--- src/rtl/mips_pkg.sv ---
// Shared constants and types for the MIPS writeback path.
// wb_entry is the default writeback queue record: destination register and result value.
package mips_pkg;

    localparam int W          = 32;
    localparam int REG_ADDR_W = 5;
    localparam int WBQ_DEPTH  = 4;

    typedef struct packed {
        logic [REG_ADDR_W-1:0] addr;
        logic [W-1:0]          data;
    } wb_entry;

endpackage

--- src/rtl/wbq_fifo.sv ---
// Storage, pointers and occupancy for the writeback queue.
// Per-slot valid bits and destination addresses are exported for hazard lookup.
module wbq_fifo
    import mips_pkg::*;
#(
    parameter int  DEPTH   = WBQ_DEPTH,
    parameter type entry_t = wb_entry
) (
    input  logic                            CLK,
    input  logic                            reset,
    input  logic                            push,
    input  entry_t                          push_entry,
    input  logic                            pop,
    output entry_t                          head_entry,
    output logic [DEPTH-1:0]                entry_valid,
    output logic [DEPTH-1:0][REG_ADDR_W-1:0] entry_addr,
    output logic                            full,
    output logic                            empty
);

    localparam int PTR_W = $clog2(DEPTH);
    localparam int CNT_W = $clog2(DEPTH + 1);

    entry_t           storage [DEPTH];
    logic [PTR_W-1:0] head;
    logic [PTR_W-1:0] tail;
    logic [CNT_W-1:0] count;
    logic             do_push;
    logic             do_pop;

    assign full       = (count == CNT_W'(DEPTH));
    assign empty      = (count == '0);
    assign do_push    = push && !full;
    assign do_pop     = pop && !empty;
    assign head_entry = storage[head];

    // Pointers wrap naturally because DEPTH is a power of two.
    always_ff @(posedge CLK) begin
        if (reset) begin
            head        <= '0;
            tail        <= '0;
            count       <= '0;
            entry_valid <= '0;
        end else begin
            if (do_push) begin
                tail              <= tail + 1'b1;
                entry_valid[tail] <= 1'b1;
            end
            if (do_pop) begin
                head              <= head + 1'b1;
                entry_valid[head] <= 1'b0;
            end
            case ({do_push, do_pop})
                2'b10:   count <= count + 1'b1;
                2'b01:   count <= count - 1'b1;
                default: count <= count;
            endcase
        end
    end

    always_ff @(posedge CLK) begin
        if (!reset && do_push) begin
            storage[tail] <= push_entry;
        end
    end

    for (genvar i = 0; i < DEPTH; i++) begin : g_addr
        assign entry_addr[i] = storage[i].addr;
    end

endmodule

--- src/rtl/writeback_queue.sv ---
// Register-file writeback queue: merges ALU and load results (load has priority),
// drops writes to $0, drains one entry per cycle and answers hazard queries.
module writeback_queue
    import mips_pkg::REG_ADDR_W, mips_pkg::WBQ_DEPTH;
#(
    parameter int W     = mips_pkg::W,
    parameter int DEPTH = WBQ_DEPTH
) (
    input  logic                  CLK,
    input  logic                  reset,
    input  logic                  alu_valid,
    input  logic [REG_ADDR_W-1:0] alu_addr,
    input  logic [W-1:0]          alu_data,
    output logic                  alu_ready,
    input  logic                  mem_valid,
    input  logic [REG_ADDR_W-1:0] mem_addr,
    input  logic [W-1:0]          mem_data,
    output logic                  mem_ready,
    output logic                  write_en,
    output logic [REG_ADDR_W-1:0] write_reg_addr,
    output logic [W-1:0]          write_reg_data,
    input  logic [REG_ADDR_W-1:0] chk_addr1,
    input  logic [REG_ADDR_W-1:0] chk_addr2,
    output logic                  chk_busy1,
    output logic                  chk_busy2,
    output logic                  full,
    output logic                  empty
);

    typedef struct packed {
        logic [REG_ADDR_W-1:0] addr;
        logic [W-1:0]          data;
    } entry_t;

    entry_t                           push_entry;
    entry_t                           head_entry;
    logic                             push;
    logic                             pop;
    logic                             mem_fire;
    logic                             alu_fire;
    logic [DEPTH-1:0]                 entry_valid;
    logic [DEPTH-1:0][REG_ADDR_W-1:0] entry_addr;

    // Ready comes only from registered occupancy, so a same-cycle pop never frees a slot.
    assign mem_ready = !full;
    assign alu_ready = !full && !mem_valid;
    assign mem_fire  = mem_valid && mem_ready;
    assign alu_fire  = alu_valid && alu_ready;

    always_comb begin
        push_entry.addr = alu_addr;
        push_entry.data = alu_data;
        push            = alu_fire && (alu_addr != '0);
        if (mem_fire) begin
            push_entry.addr = mem_addr;
            push_entry.data = mem_data;
            push            = (mem_addr != '0);
        end
    end

    assign pop            = !empty;
    assign write_en       = !empty;
    assign write_reg_addr = head_entry.addr;
    assign write_reg_data = head_entry.data;

    always_comb begin
        chk_busy1 = 1'b0;
        chk_busy2 = 1'b0;
        for (int i = 0; i < DEPTH; i++) begin
            if (entry_valid[i] && (entry_addr[i] == chk_addr1)) chk_busy1 = 1'b1;
            if (entry_valid[i] && (entry_addr[i] == chk_addr2)) chk_busy2 = 1'b1;
        end
        if (chk_addr1 == '0) chk_busy1 = 1'b0;
        if (chk_addr2 == '0) chk_busy2 = 1'b0;
    end

    wbq_fifo #(
        .DEPTH   (DEPTH),
        .entry_t (entry_t)
    ) u_fifo (
        .CLK         (CLK),
        .reset       (reset),
        .push        (push),
        .push_entry  (push_entry),
        .pop         (pop),
        .head_entry  (head_entry),
        .entry_valid (entry_valid),
        .entry_addr  (entry_addr),
        .full        (full),
        .empty       (empty)
    );

endmodule

--- config.mk ---
export PLATFORM = sky130hd
export DESIGN_NAME = writeback_queue
export DESIGN_NICKNAME = d
export VERILOG_FILES = /design/src/rtl/mips_pkg.sv /design/src/rtl/wbq_fifo.sv /design/src/rtl/writeback_queue.sv
export SDC_FILE = /design/constraint.sdc
export NUM_CORES = 1
export LEC_CHECK = 0
export ABC_AREA = 1
export BUFFER_PORTS_ARGS = -buffer_cell sky130_fd_sc_hd__buf_4
export CAP_MARGIN = 20
export CORE_AREA = 5 5 133 135
export CTS_BUF_LIST = sky130_fd_sc_hd__clkbuf_8 sky130_fd_sc_hd__clkbuf_16
export CTS_CLUSTER_DIAMETER = 120
export DETAILED_ROUTE_END_ITERATION = 8
export DIE_AREA = 0 0 138 140
export PLACE_DENSITY = 0.66
export SYNTH_ARGS = -nofsm -noshare
export SYNTH_HDL_FRONTEND = slang
export SYNTH_SLANG_ARGS = --single-unit
--- constraint.sdc ---
create_clock -name CLK -period 4.6 [get_ports CLK]
set_input_delay 0.92 -clock CLK [delete_from_list [all_inputs] [get_ports CLK]]
set_output_delay 0.92 -clock CLK [all_outputs]
set_load 0.02 [all_outputs]
# After elaboration in Yosys (flattened, before gate mapping)
# Memory sizes are Yosys's and may differ from the RTL's. A register that Yosys moved wholly into a read port is not among the register bits.
# Index checks and enable logic that the tools add are counted.
dict set report totals {
  ram_bits 148
  wordCells 77
  out_inout_bits 44
  mem_bits_ro 0
  regBits 11
  n_memories 1
  latch_bits 0
}
# name depth width rd rd_ports_with_merged_regs wr line_no
set mem_list {}
lappend mem_list {u_fifo.storage 4 37 5 1 1 wbq_fifo.sv:24} ;# entry_t storage [DEPTH];
dict set report op_classes {
  shifts 0
  n_eq_ne 11
  mul 0
  n_mux 24
  n_reduce_logical 26
  bitwise_logic 3
  addsub 4
  n_lt_le_gt_ge 4
  n_div 0
}
# operator count
set op_table {}
lappend op_table {{$eq A5 B5 Y1} 8}
lappend op_table {{$mux W37} 1}
lappend op_table {{$logic_and A1 B1 Y1} 16}
lappend op_table {{$mux W1} 15}
lappend op_table {{$mux W4} 3}
lappend op_table {{$logic_not A5 Y1} 2}
lappend op_table {{$reduce_bool A5 Y1} 2}
lappend op_table {{$lt A2 B3 Y1 const B} 2}
lappend op_table {{$pmux W3 S2} 1}
lappend op_table {{$add A2 B1 Y2 const B} 2}
lappend op_table {{$and A4 B4 Y4} 1}
lappend op_table {{$demux W1 S2} 2}
lappend op_table {{$ge A2 B1 Y1 const B} 2}
lappend op_table {{$logic_not A1 Y1} 4}
lappend op_table {{$mux W2} 2}
lappend op_table {{$not A4 Y4} 1}
lappend op_table {{$or A4 B4 Y4} 1}
lappend op_table {{$add A3 B1 Y3 const B} 1}
lappend op_table {{$eq A3 B3 Y1 const B} 1}
lappend op_table {{$logic_not A3 Y1} 1}
lappend op_table {{$sub A3 B1 Y3 const B} 1}
lappend op_table {{$eq A2 B1 Y1 const B} 1}
lappend op_table {{$eq A2 B2 Y1 const B} 1}
lappend op_table {{$reduce_bool A2 Y1} 1}

# Depth between registers and ports, before layout
dict set report depth {
  depth_word 11
  mapped_depth 11
}

# Cells and area by module
# Synthesis repeated with hierarchy kept, for this count alone.
dict set report hier_totals {
  cells_unflattened 803
  hier_area_um2 7622.3
}
# mod seq_area_each_um2 cells_per_inst area_each_um2 n_inst
set modules_own_cells {}
lappend modules_own_cells {wbq_fifo 4704.5 479 6352.3 1}
lappend modules_own_cells {writeback_queue 0.0 324 1270.0 1}

# Least setup slack after synthesis
# Ideal clock, no wire load.
dict set report synth_timing {
  path_type {in2reg}
  start {in mem_addr[3]}
  end {mem u_fifo.storage[1][0] (netlist name), enable pin}
  setup_time_ns 0.431
  cell_stages 8
  t_arrival_ns 3.024
  path_buffers 0
  setup_slack_ns 1.145
  cell_sequence {nor2_1 nand2_1 nor2_1 nor2_1 nand2_2 inv_2 nand2_1 nor2_1}
}
dict set report synth_between {
  elab_chain_cells 6
}
# element line_no
set synth_rtl {}
lappend synth_rtl {{start, declared} writeback_queue.sv:16} ;# input logic [REG_ADDR_W-1:0] mem_addr,
lappend synth_rtl {{$reduce_bool A5 Y1} writeback_queue.sv:57} ;# push = (mem_addr != '0);
lappend synth_rtl {{$mux W1} writeback_queue.sv:54} ;# if (mem_fire) begin
lappend synth_rtl {{$logic_and A1 B1 Y1} wbq_fifo.sv:33} ;# assign do_push = push && !full;
lappend synth_rtl {{$logic_and A1 B1 Y1} wbq_fifo.sv:62} ;# if (!reset && do_push) begin
lappend synth_rtl {{$mux W1} wbq_fifo.sv:62}
lappend synth_rtl {{$mux W1 (implied by the code)} wbq_fifo.sv:63} ;# storage[tail] <= push_entry;
lappend synth_rtl {{end, declared} wbq_fifo.sv:24}
# Every way passes these cells.

==> results_dict.tcl <==
set metrics [dict create \
    worstHoldPathType "register to register" \
    drv_slew 0 \
    clock_latency_ns 0.41 \
    ant_nets 0 \
    cp-end-kind "output port" \
    num_io_pins 132 \
    h-tree-depth 4 \
    synth.distinct_cells 30 \
    finish.utilization_pct 55.3 \
    yosys_warnings 0 \
    grt_pass1_wl_mm 27.8 \
    r2r_setup_slack_ns 2.13 \
    pwr-share-seq_pct 36.5 \
    grt_antenna_before_repair 0 \
    clockBufferDepth 2 \
    critPathKind "register to output port" \
    wl_mm 17.6 \
    cts_resized 0 \
    fin_tns_setup_ns 0 \
    cts_sinks 161 \
    finalHoldWorstSlack_ns 0.484 \
    rsz0062_at_grt "no" \
    avgSynthCellArea_um2 11.4 \
    hold_buffers 0 \
    worst_pin_slew_ns 0.944 \
    worstPathRequired_ns 3.68 \
    postLayoutCellArea_mm2 0.00904 \
    clock_skew_ns 0.00608 \
    timing.rr.end "u_fifo.storage[3][35]" \
    place_area_mm2 0.00844 \
    core_area_mm2 0.0163 \
    grt_usage_pct 18.0 \
    drtIter0Drc 399 \
    syn_area_mm2 0.00723 \
    layout-drive-gt1-share_pct 28.8 \
    crit_fanout 34 \
    fin_ws_ns 1.21 \
    netlist_top_cells_area "edfxtp_1 61%, o21ai_0 6.1%, nor2_1 5.3%" \
    p_sw_share_pct 36.4 \
    slew_headroom_pct 36.9 \
    hold_violations 0 \
    setup_viol 0 \
    grt_max_degree 71 \
    ys_seq_area_share_pct 65.1 \
    critPathLaunchType "register" \
    antenna_cells 0 \
    final_cell_mix "148 x edfxtp_1, 139 x buf_4, 99 x nor2_1" \
    cts_root_buf "clkbuf_16" \
    synth_top_cell_area_share_pct 61.5 \
    pre_cts_ws_ns 1.55 \
    status "finished clean" \
    clk_pin_slew_worst_paths_ns 0.06 \
    post_cts_buffers 0 \
    p_sw_uw 1940 \
    maxCapViolations 0 \
    power.leakage_uw 0.00348 \
    r2r-start "u_fifo.count[0]" \
    floorplan.rows 47 \
    netlist.top_cell.by_area "edfxtp_1" \
    reg2regPathDepth 9 \
    register_area_mm2 0.00471 \
    fin_crit_ns 3.39 \
    multi_input_area_mm2 0.00224 \
    hpwl_mm 11.9 \
    dr_total_vias 5267 \
    nNetsFinal 859 \
    wl_per_cell_um 17.7 \
    internal_power_uw 3380 \
    clkPwrFrac_pct 25.8 \
    dr.pass1.iters 5 \
    min_period_over_period_pct 73.8 \
    arrival_ns 2.47 \
    critical_path.endpoint "write_reg_data[24]" \
    num-fill-cells 1394 \
    syn_to_final_growth_pct 25.1 \
    syn-num-nets 729 \
    final_common_cell "edfxtp_1" \
    netlist_instances 632 \
    die_area_mm2 0.0193 \
    die_w_um 138 \
    power_frac_comb_pct 37.7 \
    cts_tree "yes" \
    cts_buffers 17 \
    max_freq_ghz 0.295 \
    synth-seq-cells 161 \
    drcViolationCount 0 \
    gr-total-overflow 0 \
    start_util_pct 44.2 \
    p_per_area_mw_per_mm2 588 \
    peakVddDrop_mv 0.396 \
    io_buffers 131 \
    viasPerCell 5.29 \
    grt_pass1_vias 5350 \
    die_h_um 140 \
    place_congestion 0.901 \
]
[logic make-up after synthesis]
kind of cell             synth area share (%)
multiplexers                             5.76
flip-flops                               65.1
AND/OR/NAND/NOR                          9.92
AO/OA/AOI/OAI                            12.3
adder cells (fa/ha/maj)                  1.66
XOR/XNOR                                0.969
buffers and inverters                    4.33
[power groups by stage]
stage	clock network (uW)	logic (uW)	registers (uW)
6_report	1370	2010	1940
2_1_floorplan	0	1240	1950
4_1_cts	1390	2010	1940
3_5_place_dp	0	2000	1970
5_1_grt	1460	2190	1960
3_3_place_gp	0	1970	1960
[worst min-delay path by stage]
stage,depth (start not counted),slack (ns),endpoint,from
2_1_floorplan,2,0.44,u_fifo.entry_valid[3],u_fifo.entry_valid[3]
3_3_place_gp,2,0.47,u_fifo.entry_valid[1],u_fifo.entry_valid[1]
3_5_place_dp,2,0.47,u_fifo.count[1],u_fifo.count[1]
4_1_cts,2,0.48,u_fifo.count[1],u_fifo.count[1]
5_1_grt,2,0.51,u_fifo.count[1],u_fifo.count[1]
6_report,2,0.48,u_fifo.count[1],u_fifo.count[1]
[per-layer routing]
metal	wire length [um]	GRT usage, %	vias up	part of all wire [%]
li1	-	-	2526	-
met1	7440	22.5	2560	42
met2	9020	31.2	163	51
met3	937	3.75	18	5.3
met4	240	6.14	0	1.4
met5	0	0	-	0
[flip-flops by register name, summed over array words and instances (netlist names), named ones only]
register,count
u_fifo.count,3
u_fifo.entry_valid,4
u_fifo.head,2
u_fifo.storage,148
u_fifo.tail,2
[worst max-delay path, stage by stage (launching register included)]
cell and delay [ns]:
dfxtp_1 0.30, buf_4 0.24, inv_1 0.61, buf_4 0.35, o21ai_0 0.14, o22ai_1 0.21
buf_4 0.19
[cell type report]
class	count	share of cell area (%)
Sequential cell	161	52.0
Multi-Input combinational cell	396	24.8
Timing Repair Buffer	140	11.8
Clock buffer	17	4.70
Tap cell	220	3.04
Inverter	46	1.94
Clock inverter	15	1.76
[Yosys cell counts, drive strengths merged]
| cell type | n |
|---|---|
| dfxtp | 13 |
| xnor2 | 3 |
| nand3 | 10 |
| inv | 46 |
| fa | 1 |
| a21oi | 32 |
| nand2 | 56 |
| o21ai | 90 |
| buf | 11 |
| ha | 8 |
| edfxtp | 148 |
| o22ai | 43 |
| nor2 | 105 |
| o21a | 1 |
| clkbuf | 18 |
| nand4 | 4 |
| mux2 | 35 |
| xor2 | 5 |
| nor3 | 3 |
[metrics by stage]
step / cells / power [uW]
2_1_floorplan: 632 / 3190
3_3_place_gp: 962 / 3930
3_5_place_dp: 962 / 3980
4_1_cts: 994 / 5350
5_1_grt: 995 / 5610
6_report: 995 / 5320
(Power assumes the default switching activity.)
